File: config.mk
export PLATFORM = sky130hd
export DESIGN_NAME = uart_frame_ctrl
export DESIGN_NICKNAME = d
export VERILOG_FILES = /design/src/rtl/uart_frame_pkg.sv /design/src/rtl/uart_frame_timer.sv /design/src/rtl/uart_frame_ctrl.sv
export SDC_FILE = /design/constraint.sdc
export NUM_CORES = 1
export LEC_CHECK = 0
export ABC_CLOCK_PERIOD_IN_PS = 3900
export BUFFER_PORTS_ARGS = -buffer_cell sky130_fd_sc_hd__buf_2
export CAP_MARGIN = 0
export CORE_MARGIN = 2
export CORE_UTILIZATION = 55
export DETAILED_ROUTE_END_ITERATION = 10
export GPL_ROUTABILITY_DRIVEN = 0
export HOLD_SLACK_MARGIN = 0.03
export PLACE_DENSITY_LB_ADDON = 0.15
export SYNTH_ARGS = -nofsm -noshare
export SYNTH_HDL_FRONTEND = slang
export SYNTH_HIERARCHICAL = 1
export SYNTH_SLANG_ARGS = --single-unit
File: constraint.sdc
create_clock -name clkx16 -period 3.9 [get_ports clkx16]
set_input_delay 0.195 -clock clkx16 [delete_from_list [all_inputs] [get_ports clkx16]]
set_output_delay 0.195 -clock clkx16 [all_outputs]
set_load 0.05 [all_outputs]
File: src/rtl/uart_frame_pkg.sv
// Shared types and constants for the UART frame controller and its timer.
package uart_frame_pkg;

   typedef enum logic [2:0] {
      ST_IDLE,
      ST_CMD,
      ST_LEN,
      ST_PAYLOAD,
      ST_CSUM,
      ST_COMMIT,
      ST_RXRST
   } state_t;

   localparam logic [1:0] ERR_CSUM = 2'd0;
   localparam logic [1:0] ERR_LEN  = 2'd1;
   localparam logic [1:0] ERR_TO   = 2'd2;
   localparam logic [1:0] ERR_UART = 2'd3;

   localparam logic [7:0] SOF_DEFAULT = 8'hA5;

   // States in which the inter-byte timeout is armed.
   function automatic logic is_timed(input state_t s);
      return (s == ST_CMD) || (s == ST_LEN) || (s == ST_PAYLOAD) || (s == ST_CSUM);
   endfunction

endpackage

File: src/rtl/uart_frame_timer.sv
// Inter-byte timeout: down-counter reloaded on clear, expires at terminal count zero.
module uart_frame_timer
   import uart_frame_pkg::*;
#(
   parameter int TO_W    = 16,
   parameter int TIMEOUT = 640
) (
   input  logic clkx16,
   input  logic reset,
   input  logic clr,
   input  logic en,
   output logic expire
);

   localparam logic [TO_W-1:0] LOAD_VAL = TO_W'(TIMEOUT - 1);

   logic [TO_W-1:0] cnt_q;
   logic [TO_W-1:0] cnt_d;

   always_comb begin
      cnt_d = cnt_q;
      if (clr) begin
         cnt_d = LOAD_VAL;
      end else if (en) begin
         cnt_d = cnt_q - TO_W'(1);
      end
   end

   always_ff @(posedge clkx16) begin
      if (reset) begin
         cnt_q <= '0;
      end else begin
         cnt_q <= cnt_d;
      end
   end

   // Reaching zero while armed is TIMEOUT cycles after the last reload.
   assign expire = en && (cnt_q == '0);

endmodule

File: src/rtl/uart_frame_ctrl.sv
// Frame parser between the UART byte receiver and the register file; replays a
// buffered payload as register writes only after the checksum matches.
//
//  state   | meaning
//  --------+-----------------------------------------------------------
//  IDLE    | hunting for SOF, other bytes discarded
//  CMD     | waiting for the command byte
//  LEN     | waiting for the payload length byte
//  PAYLOAD | filling the payload buffer
//  CSUM    | waiting for the checksum byte
//  COMMIT  | one register write per cycle, frame_ok after the last
//  RXRST   | holding the receiver in reset for two cycles
module uart_frame_ctrl
   import uart_frame_pkg::*;
#(
   parameter int         MAX_LEN = 8,
   parameter int         AW      = 3,
   parameter int         TO_W    = 16,
   parameter int         TIMEOUT = 640,
   parameter logic [7:0] SOF     = SOF_DEFAULT
) (
   input  logic          clkx16,
   input  logic          reset,
   input  logic [7:0]    rx_data,
   input  logic          rx_load,
   input  logic          rx_error,
   output logic          uart_rst,
   output logic          wr_en,
   output logic [AW-1:0] wr_addr,
   output logic [7:0]    wr_data,
   output logic [7:0]    wr_cmd,
   output logic          frame_ok,
   output logic          frame_err,
   output logic [1:0]    err_code,
   output logic          busy
);

   localparam int         LW        = $clog2(MAX_LEN + 1);
   localparam logic [7:0] MAX_LEN_B = 8'(MAX_LEN);

   state_t          state_q, state_d;
   logic [7:0]      cmd_q, cmd_d;
   logic [LW-1:0]   len_q, len_d;
   logic [AW-1:0]   idx_q, idx_d;
   logic [7:0]      sum_q, sum_d;
   logic [7:0]      pbuf_q [MAX_LEN];
   logic [7:0]      pbuf_d [MAX_LEN];
   logic            rst_cnt_q, rst_cnt_d;
   logic            rx_err_q, rx_err_d;
   logic            wr_en_q, wr_en_d;
   logic [AW-1:0]   wr_addr_q, wr_addr_d;
   logic [7:0]      wr_data_q, wr_data_d;
   logic [7:0]      wr_cmd_q, wr_cmd_d;
   logic            frame_ok_q, frame_ok_d;
   logic            frame_err_q, frame_err_d;
   logic [1:0]      err_code_q, err_code_d;

   logic            err_rise;
   logic            last_idx;
   logic [AW-1:0]   idx_nxt;
   logic            to_clr;
   logic            to_en;
   logic            to_expire;

   assign to_en  = is_timed(state_q);
   assign to_clr = !to_en || rx_load;

   uart_frame_timer #(
      .TO_W    (TO_W),
      .TIMEOUT (TIMEOUT)
   ) u_timer (
      .clkx16 (clkx16),
      .reset  (reset),
      .clr    (to_clr),
      .en     (to_en),
      .expire (to_expire)
   );

   assign err_rise = rx_error && !rx_err_q;
   assign last_idx = (LW'(idx_q) == (len_q - LW'(1)));
   assign idx_nxt  = idx_q + AW'(1);

   always_comb begin
      state_d     = state_q;
      cmd_d       = cmd_q;
      len_d       = len_q;
      idx_d       = idx_q;
      sum_d       = sum_q;
      pbuf_d      = pbuf_q;
      rst_cnt_d   = rst_cnt_q;
      rx_err_d    = rx_error;
      wr_en_d     = 1'b0;
      wr_addr_d   = wr_addr_q;
      wr_data_d   = wr_data_q;
      wr_cmd_d    = wr_cmd_q;
      frame_ok_d  = 1'b0;
      frame_err_d = 1'b0;
      err_code_d  = err_code_q;

      // A fresh receiver error outranks everything, including writes in flight.
      if (err_rise) begin
         frame_err_d = 1'b1;
         err_code_d  = ERR_UART;
         rst_cnt_d   = 1'b0;
         state_d     = ST_RXRST;
      end else if (to_expire) begin
         frame_err_d = 1'b1;
         err_code_d  = ERR_TO;
         state_d     = ST_IDLE;
      end else begin
         case (state_q)
            ST_IDLE: begin
               if (rx_load && (rx_data == SOF)) begin
                  state_d = ST_CMD;
               end
            end
            ST_CMD: begin
               if (rx_load) begin
                  cmd_d   = rx_data;
                  sum_d   = rx_data;
                  state_d = ST_LEN;
               end
            end
            ST_LEN: begin
               if (rx_load) begin
                  sum_d = sum_q + rx_data;
                  if (rx_data > MAX_LEN_B) begin
                     frame_err_d = 1'b1;
                     err_code_d  = ERR_LEN;
                     state_d     = ST_IDLE;
                  end else if (rx_data == 8'd0) begin
                     len_d   = '0;
                     state_d = ST_CSUM;
                  end else begin
                     len_d   = rx_data[LW-1:0];
                     idx_d   = '0;
                     state_d = ST_PAYLOAD;
                  end
               end
            end
            ST_PAYLOAD: begin
               if (rx_load) begin
                  pbuf_d[idx_q] = rx_data;
                  sum_d         = sum_q + rx_data;
                  if (last_idx) begin
                     state_d = ST_CSUM;
                  end else begin
                     idx_d = idx_nxt;
                  end
               end
            end
            ST_CSUM: begin
               if (rx_load) begin
                  if (rx_data != sum_q) begin
                     frame_err_d = 1'b1;
                     err_code_d  = ERR_CSUM;
                     state_d     = ST_IDLE;
                  end else if (len_q == '0) begin
                     frame_ok_d = 1'b1;
                     state_d    = ST_IDLE;
                  end else begin
                     // First write leaves on the very next edge to meet the latency target.
                     idx_d     = '0;
                     wr_en_d   = 1'b1;
                     wr_addr_d = '0;
                     wr_data_d = pbuf_q[0];
                     wr_cmd_d  = cmd_q;
                     state_d   = ST_COMMIT;
                  end
               end
            end
            ST_COMMIT: begin
               if (last_idx) begin
                  frame_ok_d = 1'b1;
                  state_d    = ST_IDLE;
               end else begin
                  idx_d     = idx_nxt;
                  wr_en_d   = 1'b1;
                  wr_addr_d = idx_nxt;
                  wr_data_d = pbuf_q[idx_nxt];
               end
            end
            ST_RXRST: begin
               if (rst_cnt_q) begin
                  state_d = ST_IDLE;
               end else begin
                  rst_cnt_d = 1'b1;
               end
            end
            default: begin
               state_d = ST_IDLE;
            end
         endcase
      end
   end

   always_ff @(posedge clkx16) begin
      if (reset) begin
         state_q     <= ST_IDLE;
         cmd_q       <= '0;
         len_q       <= '0;
         idx_q       <= '0;
         sum_q       <= '0;
         rst_cnt_q   <= 1'b0;
         rx_err_q    <= 1'b0;
         wr_en_q     <= 1'b0;
         wr_addr_q   <= '0;
         wr_data_q   <= '0;
         wr_cmd_q    <= '0;
         frame_ok_q  <= 1'b0;
         frame_err_q <= 1'b0;
         err_code_q  <= '0;
         for (int i = 0; i < MAX_LEN; i++) begin
            pbuf_q[i] <= '0;
         end
      end else begin
         state_q     <= state_d;
         cmd_q       <= cmd_d;
         len_q       <= len_d;
         idx_q       <= idx_d;
         sum_q       <= sum_d;
         rst_cnt_q   <= rst_cnt_d;
         rx_err_q    <= rx_err_d;
         wr_en_q     <= wr_en_d;
         wr_addr_q   <= wr_addr_d;
         wr_data_q   <= wr_data_d;
         wr_cmd_q    <= wr_cmd_d;
         frame_ok_q  <= frame_ok_d;
         frame_err_q <= frame_err_d;
         err_code_q  <= err_code_d;
         pbuf_q      <= pbuf_d;
      end
   end

   assign uart_rst  = (state_q == ST_RXRST);
   assign busy      = (state_q != ST_IDLE);
   assign wr_en     = wr_en_q;
   assign wr_addr   = wr_addr_q;
   assign wr_data   = wr_data_q;
   assign wr_cmd    = wr_cmd_q;
   assign frame_ok  = frame_ok_q;
   assign frame_err = frame_err_q;
   assign err_code  = err_code_q;

endmodule

==> results.json, run 1 <==
{
  "synth_ff_type": "dfxtp_1",
  "portBuffers": 37,
  "multi_input_area_um2": 3580,
  "ys_warn_count": 6,
  "drv_slew": 0,
  "synth_seq_cells": 132,
  "internal-power_uw": 2560,
  "p_clk_share_pct": 48.2,
  "fin_crit_ns": 3.36,
  "antenna_found_initial": 0,
  "cts_tree": "yes",
  "grt_max_degree": 71,
  "crit_path_end_kind": "flip-flop",
  "clock_latency_ns": 0.43,
  "ant_nets": 0,
  "cp_max_fo": 12,
  "cts.root.buffer_cell": "clkbuf_16",
  "initial_core_util_pct": 56.7,
  "p_sw_share_pct": 25.4,
  "final-seq-area_um2": 2640,
  "timing.max_cap.violations": 0,
  "synth_nets": 721,
  "area_growth_pct": 12.8,
  "totalNegativeSetupSlack_ns": 0,
  "cts.sinks": 132,
  "final_area_um2": 7360,
  "wirelength_um": 15800,
  "seq_power_share_pct": 41.0,
  "cts_buffer_depth": 2,
  "grt_use_total_pct": 26.0,
  "syn_inst": 695,
  "drt_iter0_markers": 407,
  "p_sw_uw": 874,
  "avgSynthCellArea_um2": 9.39,
  "violations": "DRC",
  "io_pins": 38,
  "fin_skew_ns": 0.00450,
  "wl_per_cell_um": 18.1,
  "synthArstFlopShare_pct": 0,
  "period_share_pct": 86.3,
  "dr.pass1.iters": 8,
  "power_leakage_uw": 0.00273,
  "die_w_um": 113,
  "dieArea_um2": 12800,
  "critPathKind": "flip-flop to flip-flop",
  "synth_edf_count": 0,
  "worst_slew_pin_slew_ns": 0.868,
  "fillers": 947,
  "drive_gt1_share_pct": 15.9,
  "rsz0062_at_grt": "no",
  "powerDensity_nw_per_um2": 466,
  "slew_headroom_pct": 42.1,
  "vias": 5238,
  "grt_overflow": 0,
  "n_antenna_cell": 0,
  "placed_cell_area_um2": 6730,
  "cp-start-kind": "flip-flop",
  "setup_viol": 0,
  "coreArea_um2": 11500,
  "fmax_mhz": 297,
  "hpwl_um": 10300,
  "grt_pass1_vias": 5151,
  "numCtsBuffers": 17,
  "status": "complete, but fails checks",
  "ys_seq_area_share_pct": 40.5,
  "yosysUniqueCellTypes": 69,
  "combPwrFrac_pct": 10.8,
  "grt_pass1_wl_um": 26000,
  "htree_num_levels": 4,
  "hp-class": "input pin to flip-flop",
  "arrival_ns": 3.65,
  "drc": 3,
  "required_ns": 4.18,
  "ir_worst_vdd_mv": 0.347,
  "final-hold-violation-count": 0,
  "rows": 39,
  "cts_resized": 0,
  "die_y_um": 113,
  "viasPerCell": 6.00,
  "clkTransAtPathRegs_ns": 0.06,
  "nets": 743,
  "netlist_area_um2": 6530
}
==> per-layer routing <==
metal	GRT usage (%)	wire (um)	vias up
met5	0	0	-
met4	10.4	414	0
met3	6.48	883	31
met2	42.5	7410	142
met1	33.3	7070	2515
li1	-	-	2550
==> sequential cells by signal (all words and copies together), names as in the netlist, 4 cells and up <==
register / cells
u_timer/cnt_q: 16
wr_data: 8
cmd_q: 8
wr_cmd: 8
sum_q: 8
len_q: 4
pbuf_q: 64
==> metrics by stage <==
step                      setup slack (ns)  utilization [%]  power, uW  hold WS (ns)  cells
after global placement               0.743             58.5       1790         0.434    840
final                                0.535             63.9       3430         0.156    873
after floorplan                       1.13                -       1720         0.323    695
after CTS                            0.589             63.9       3450         0.151    873
after global routing                 0.316             63.9       3560         0.170    873
after detailed placement             0.621             58.5       1800         0.450    840
==> worst max-delay path, cell delays in order (launching register included) <==
cell and delay, ns:
dfxtp_1 0.57, nor2_1 0.17, xnor2_1 0.15, buf_4 0.18
nor4bb_1 0.14, and4_1 0.27, inv_1 0.14, and3_1 0.43
nand4_1 0.26, nor3_2 0.43, buf_4 0.23, mux2i_1 0.20
nor2_1 0.06
==> cells in the final DEF, fill, tap and decap left out, types with 4 or more instances in the layout <==
| master | instances |
|---|---|
| a211oi_1 | 5 |
| a21oi_1 | 46 |
| a31oi_1 | 8 |
| buf_2 | 36 |
| buf_4 | 13 |
| clkbuf_16 | 17 |
| dfxtp_1 | 132 |
| ha_1 | 13 |
| inv_1 | 15 |
| mux2i_1 | 88 |
| mux4_2 | 16 |
| nand2_1 | 60 |
| nand2b_1 | 4 |
| nand3_1 | 25 |
| nand3b_1 | 4 |
| nand4_1 | 5 |
| nor2_1 | 91 |
| nor2b_1 | 8 |
| nor3_1 | 7 |
| nor3b_1 | 5 |
| nor4_1 | 10 |
| o211ai_1 | 11 |
| o21ai_0 | 9 |
| o31ai_1 | 6 |
| or3_1 | 10 |
| or4_1 | 5 |
| xnor2_1 | 9 |
| xor2_1 | 4 |
==> synth_stat cells (4+ instances only) <==
cell / count / area [um2]
a211oi_1: 5 / 37.5
a21oi_1: 46 / 230
a31oi_1: 8 / 50.1
clkbuf_1: 31 / 116
clkbuf_8: 4 / 55.1
dfxtp_1: 132 / 2640
ha_1: 13 / 163
inv_1: 15 / 56.3
mux2i_1: 88 / 881
mux4_2: 16 / 360
nand2_1: 60 / 225
nand2b_1: 4 / 25.0
nand3_1: 25 / 125
nand3b_1: 4 / 30.0
nand4_1: 5 / 31.3
nor2_1: 91 / 342
nor2b_1: 8 / 50.1
nor3_1: 7 / 35.0
nor3b_1: 5 / 37.5
nor4_1: 11 / 68.8
o211ai_1: 11 / 82.6
o21ai_0: 9 / 45.0
o31ai_1: 6 / 45.0
or3_1: 10 / 62.6
or4_1: 5 / 37.5
xnor2_1: 9 / 78.8
xor2_1: 4 / 35.0
==> area by class of cell <==
| class | instances | area share [%] |
|---|---|---|
| Multi-Input combinational cell | 501 | 48.6 |
| Sequential cell | 132 | 35.9 |
| Clock buffer | 21 | 6.39 |
| Timing Repair Buffer | 50 | 3.91 |
| Tap cell | 143 | 2.43 |
| Clock inverter | 11 | 2.04 |
| Inverter | 15 | 0.765 |
==> final timing paths <==
check             startpoint         end  slack, ns  depth (start not counted)
setup / recovery  state_q[1]  pbuf_q[54]       0.54                         12
hold / removal       rx_load       wr_en       0.16                          3
setup reg to reg  state_q[1]  pbuf_q[54]       0.54                         12
hold reg to reg   wr_addr[2]  wr_addr[2]       0.46                          2
==> what timing repair did <==
action	4_1_cts	5_1_grt
hold buffers	1	0
hold endpoints to repair	1	0
setup buffers	0	0
==> power groups by stage <==
| stage | registers (uW) | clock network, uW | logic (uW) |
|---|---|---|---|
| after floorplan | 1440 | 0 | 286 |
| after global placement | 1430 | 0 | 357 |
| after detailed placement | 1430 | 0 | 365 |
| after CTS | 1410 | 1680 | 369 |
| after global routing | 1410 | 1740 | 409 |
| final | 1410 | 1660 | 372 |
==> cell families after synthesis <==
group           synth area share, %
simple gates                   19.8
flops                          40.5
compound gates                 10.9
mux                            19.2
buf+inv                        4.79
xor+xnor                       1.99
fa+ha+maj                      2.80
(Power assumes the default switching activity.)
==> run 2: changes to the inputs <==
Settings changed: ABC_CLOCK_PERIOD_IN_PS 3900 to 4010, RECOVER_POWER set to 25, SYNTH_HIERARCHICAL 1 to unset.
Clock period 3.9 ns to 4.01 ns, I/O delays scaled along.
==> results.json, run 2 <==
{
  "power_leakage_uw": 0.00281,
  "grt_overflow": 0,
  "synth_nets": 706,
  "cts_tree": "yes",
  "critPathKind": "flip-flop to flip-flop",
  "synthArstFlopShare_pct": 0,
  "crit_chain": "nor3_1, or4_1, o31ai_4, or4_1, mux2i_1, nor2_1",
  "synth_top_family_by_area": "multiplexers",
  "yosys-top-cells-count": "132 x dfxtp_1, 113 x nor2_1, 91 x mux2i_1, 40 x a21oi_1, 35 x nand2_1",
  "synth_area_leaders": "dfxtp_1 41%, mux2i_1 14%, nor2_1 6.6%",
  "final_common_cell": "dfxtp_1",
  "grt_pass1_wl_um": 25800,
  "vias": 5196,
  "rsz0062_at_grt": "no",
  "crit_top_cell": "or4_1",
  "synth_top_cell_by_area": "dfxtp_1",
  "cts.sinks": 132,
  "synth.most_common_cell": "dfxtp_1",
  "die_w_um": 112,
  "crit_slowest_cell": "or4_1",
  "cts_buffer_depth": 2,
  "synth_top_area_share_pct": 41.4,
  "nets": 721,
  "drc": 0,
  "ant_nets": 0,
  "layout_common_cells": "132 x dfxtp_1, 113 x nor2_1, 91 x mux2i_1",
  "crit_path_end_kind": "flip-flop",
  "worst_slew_pin_slew_ns": 1.12,
  "totalNegativeSetupSlack_ns": 0,
  "fillers": 969,
  "final-seq-area_um2": 2640,
  "synth_ff_type": "dfxtp_1",
  "initial_core_util_pct": 56.2,
  "fin_crit_ns": 3.21,
  "largest_reg_flops": 64,
  "cp-start-kind": "flip-flop",
  "ys_seq_area_share_pct": 41.4,
  "ir_worst_vdd_mv": 0.362,
  "cp.buffers_inverters": 0,
  "cts_resized": 0,
  "grt_max_degree": 64,
  "placed_cell_area_um2": 6600,
  "internal-power_uw": 2540,
  "combPwrFrac_pct": 8.8,
  "fmax_mhz": 312,
  "synth_fa_ha_area_share_pct": 2.86,
  "postCtsSetupRepairBufs": 0,
  "critical_path.top_delay_family": "simple AND/OR/NAND/NOR gates",
  "hpwl_um": 10300,
  "syn_inst": 680,
  "synthSimpleGateAreaFrac_pct": 17.9,
  "synth_xor_xnor_area_share_pct": 2.61,
  "n_antenna_cell": 0,
  "io_pins": 38,
  "antenna_found_initial": 0,
  "multi_input_area_um2": 3500,
  "status": "finished clean",
  "coreArea_um2": 11400,
  "dr.pass1.iters": 5,
  "setup_viol": 0,
  "slew_headroom_pct": 24.7,
  "slowest_delay_ns": 0.66,
  "period_share_pct": 80.0,
  "timing.max_cap.violations": 0,
  "clock_latency_ns": 0.42,
  "rows": 39,
  "synth_mux_area_share_pct": 20.3,
  "p_clk_share_pct": 50.8,
  "numCtsBuffers": 17,
  "grt_pass1_vias": 4951,
  "cts.root.buffer_cell": "clkbuf_16",
  "yosysUniqueCellTypes": 56,
  "cp_max_fo": 13,
  "synth_compound_area_share_pct": 11.1,
  "seq_power_share_pct": 40.4,
  "netlist_area_um2": 6390,
  "synth_edf_count": 0,
  "p_sw_share_pct": 24.9,
  "area_growth_pct": 13.2,
  "arrival_ns": 3.49,
  "die_y_um": 112,
  "synth_seq_cells": 132,
  "clkTransAtPathRegs_ns": 0.06,
  "powerDensity_nw_per_um2": 468,
  "final_area_um2": 7230,
  "avgSynthCellArea_um2": 9.39,
  "ys_warn_count": 0,
  "largest_register": "pbuf_q",
  "grt_use_total_pct": 26.2,
  "dieArea_um2": 12500,
  "reg_top3": "pbuf_q: 64 flops, u_timer.cnt_q: 16 flops",
  "final-hold-violation-count": 0,
  "htree_num_levels": 4,
  "wirelength_um": 15900,
  "p_sw_uw": 842,
  "wl_per_cell_um": 18.7,
  "portBuffers": 37,
  "drv_slew": 0,
  "viasPerCell": 6.11,
  "fin_skew_ns": 0.00782,
  "drt_iter0_markers": 461,
  "hp-class": "input pin to flip-flop",
  "drive_gt1_share_pct": 11.2,
  "required_ns": 4.29
}
[run 2: cell count changes in the layout (fill, tap and decap cells not counted), sizes merged, moves of 15 or more]
cell    delta
clkbuf    +23
o21ai     +17
buf       -34
nor2      +21
nand2     -25
nand3     -15
[run 2: area by class of cell]
type / instances / share of cell area [%]
Clock buffer: 17 / 5.88
Clock inverter: 15 / 3.15
Inverter: 14 / 0.727
Multi-Input combinational cell: 487 / 48.4
Sequential cell: 132 / 36.5
Tap cell: 143 / 2.47
Timing Repair Buffer: 43 / 2.79
[run 2: final timing paths]
kind | startpoint | end | slack [ns] | cells past startpoint
max reg2reg | state_q[2] | pbuf_q[11] | 0.80 | 6
min reg2reg | wr_data[2] | wr_data[2] | 0.46 | 2
min | rx_data[4] | pbuf_q[60] | 0.19 | 3
max | state_q[2] | pbuf_q[11] | 0.80 | 6
[run 2: routing by layer]
metal / vias up / routed length (um) / track usage (%)
li1: 2474 / - / -
met1: 2514 / 7250 / 35.8
met2: 179 / 7400 / 40.5
met3: 29 / 918 / 5.66
met4: 0 / 351 / 10.9
met5: - / 0 / 0
[run 2: worst min-delay path, delay by kind of cell]
family / cells / cell delay [ns]
buf+inv: 1 / 0.20
simple gates: 1 / 0.09
compound gates: 1 / 0.06
[run 2: power by group through the flow]
stage	Sequential (uW)	Clock, uW	Combinational, uW
finish	1370	1720	299
global route	1370	1800	326
CTS	1360	1740	297
detailed placement	1390	0	294
global placement	1390	0	288
floorplan	1390	0	223
[run 2: what timing repair did]
item | CTS | global route
endpoints found under the setup margin | 0 | 0
endpoints found under the hold margin | 1 | 0
hold buffers | 1 | 0
[run 2: kinds of logic (layout without fill, tap and decap cells)]
logic type,Yosys count,in the layout
AO/OA/AOI/OAI,112,112
XOR/XNOR,19,19
flip-flops,132,132
AND/OR/NAND/NOR,233,233
buffers and inverters,61,89
multiplexers,109,109
adder cells (fa/ha/maj),14,14
[run 2: metrics by stage]
stage                     util, %  power (uW)  instances  hold slack (ns)  worst slack, ns
after floorplan                 -        1620        680            0.329             1.65
after global placement       58.1        1680        818            0.429            0.931
after detailed placement     58.1        1690        818            0.444            0.910
after CTS                    63.9        3400        851            0.175            0.863
after global routing         63.6        3500        851            0.189            0.662
final                        63.6        3380        851            0.195            0.802
==> run 3: changes to the inputs <==
Settings changed: ABC_CLOCK_PERIOD_IN_PS 4010 to 2870.
Clock period 4.01 ns to 2.87 ns, I/O delays scaled along.
==> results.json, run 3 (synthesis gave the netlist of run 2 again) <==
{
  "r2r_slack_ns": 0.18,
  "viasPerCell": 5.93,
  "drv_slew": 0,
  "fillers": 932,
  "crit_path_end_kind": "flip-flop",
  "initial_core_util_pct": 56.2,
  "fin_skew_ns": 0.00674,
  "drt_iter0_markers": 436,
  "rows": 39,
  "clkTransAtPathRegs_ns": 0.06,
  "critPathKind": "flip-flop to flip-flop",
  "cts_buffer_depth": 2,
  "grt_pass1_vias": 5068,
  "wl_per_cell_um": 17.7,
  "dieArea_um2": 12500,
  "dr.pass1.iters": 7,
  "fmax_mhz": 372,
  "p_total_uw": 4560,
  "reg_top3": "pbuf_q: 64 flops, u_timer.cnt_q: 16 flops",
  "cp-start-kind": "flip-flop",
  "final_common_cell": "dfxtp_1",
  "clock_latency_ns": 0.42,
  "setup_viol": 0,
  "required_ns": 3.22,
  "fin_crit_ns": 2.69,
  "power_leakage_uw": 0.00291,
  "cts.sinks": 132,
  "grt_max_degree": 55,
  "numCtsBuffers": 17,
  "drive_gt1_share_pct": 13.9,
  "largest_reg_flops": 64,
  "htree_num_levels": 4,
  "layout_common_cells": "132 x dfxtp_1, 113 x nor2_1, 91 x mux2i_1",
  "worst_slew_pin_slew_ns": 0.909,
  "hpwl_um": 10500,
  "ir_worst_vdd_mv": 0.658,
  "drc": 0,
  "whs_path_depth": 2,
  "cp_max_fo": 6,
  "final-hold-violation-count": 0,
  "io_pins": 38,
  "die_y_um": 112,
  "holdWs_ns": 0.175,
  "vias": 5204,
  "totalNegativeSetupSlack_ns": 0,
  "period_share_pct": 93.6,
  "powerDensity_nw_per_um2": 617,
  "area_growth_pct": 15.7,
  "wirelength_um": 15500,
  "cts.root.buffer_cell": "clkbuf_16",
  "antenna_found_initial": 0,
  "die_w_um": 112,
  "nets": 748,
  "rsz0062_at_grt": "no",
  "coreArea_um2": 11400,
  "arrival_ns": 3.03,
  "ant_nets": 0,
  "largest_register": "pbuf_q",
  "status": "finished clean",
  "hp-class": "input pin to flip-flop",
  "fin_util_pct": 65.0,
  "portBuffers": 37,
  "cts_resized": 0,
  "grt_pass1_wl_um": 25500,
  "timing.max_cap.violations": 0,
  "cts_tree": "yes",
  "n_antenna_cell": 0,
  "r2r_cells": 7,
  "grt_overflow": 0,
  "slew_headroom_pct": 39.4,
  "grt_use_total_pct": 25.5
}
run 3: per-stage QoR:
stage	cells	setup slack, ns	area [um2]
3_3_place_gp	845	0.249	6820
4_1_cts	878	0.218	7440
5_1_grt	878	0.0422	7390
2_1_floorplan	680	0.508	6390
6_report	878	0.184	7390
3_5_place_dp	845	0.230	6820
run 3: final timing paths:
check        startpoint         end
max            sum_q[3]    idx_q[0]
min             rx_load    sum_q[5]
max reg2reg    sum_q[3]    idx_q[0]
min reg2reg  wr_data[7]  wr_data[7]
run 3: worst max-delay path, cell delays in order, from the launching register on:
cell and delay [ns]:
dfxtp_1 0.31, ha_1 0.35, nor4_1 0.46, and3_1 0.27, o22ai_1 0.11, or4_4 0.50
or4_1 0.49, a21oi_1 0.14
run 3: routing by layer:
layer	global-route usage (%)	share of wire, %	vias to the layer above
li1	-	-	2527
met1	32.9	44	2501
met2	42.4	48	142
met3	6.15	5.9	34
met4	8.23	2.0	0
met5	0	0	-
run 3: repair_timing:
item | 4_1_cts | 5_1_grt
endpoints found under the setup margin | 0 | 0
buffers inserted | 0 | 0
hold endpoints to repair | 1 | 0
hold buffers | 1 | 0
run 3: power by group:
| group | internal, uW | switching, uW |
|---|---|---|
| sequential | 1870 | 25.2 |
| clock | 1410 | 799 |
| combinational | 156 | 303 |
run 3: area by class of cell:
| cell class | instances | area (um2) | area share (%) |
|---|---|---|---|
| clock buffers | 21 | 460 | 6.23 |
| clock inverters | 11 | 150 | 2.03 |
| inverters | 14 | 52.6 | 0.711 |
| multi-input cells | 487 | 3500 | 47.4 |
| flip-flops and latches | 132 | 2640 | 35.7 |
| well taps | 143 | 179 | 2.42 |
| repair buffers | 70 | 407 | 5.50 |
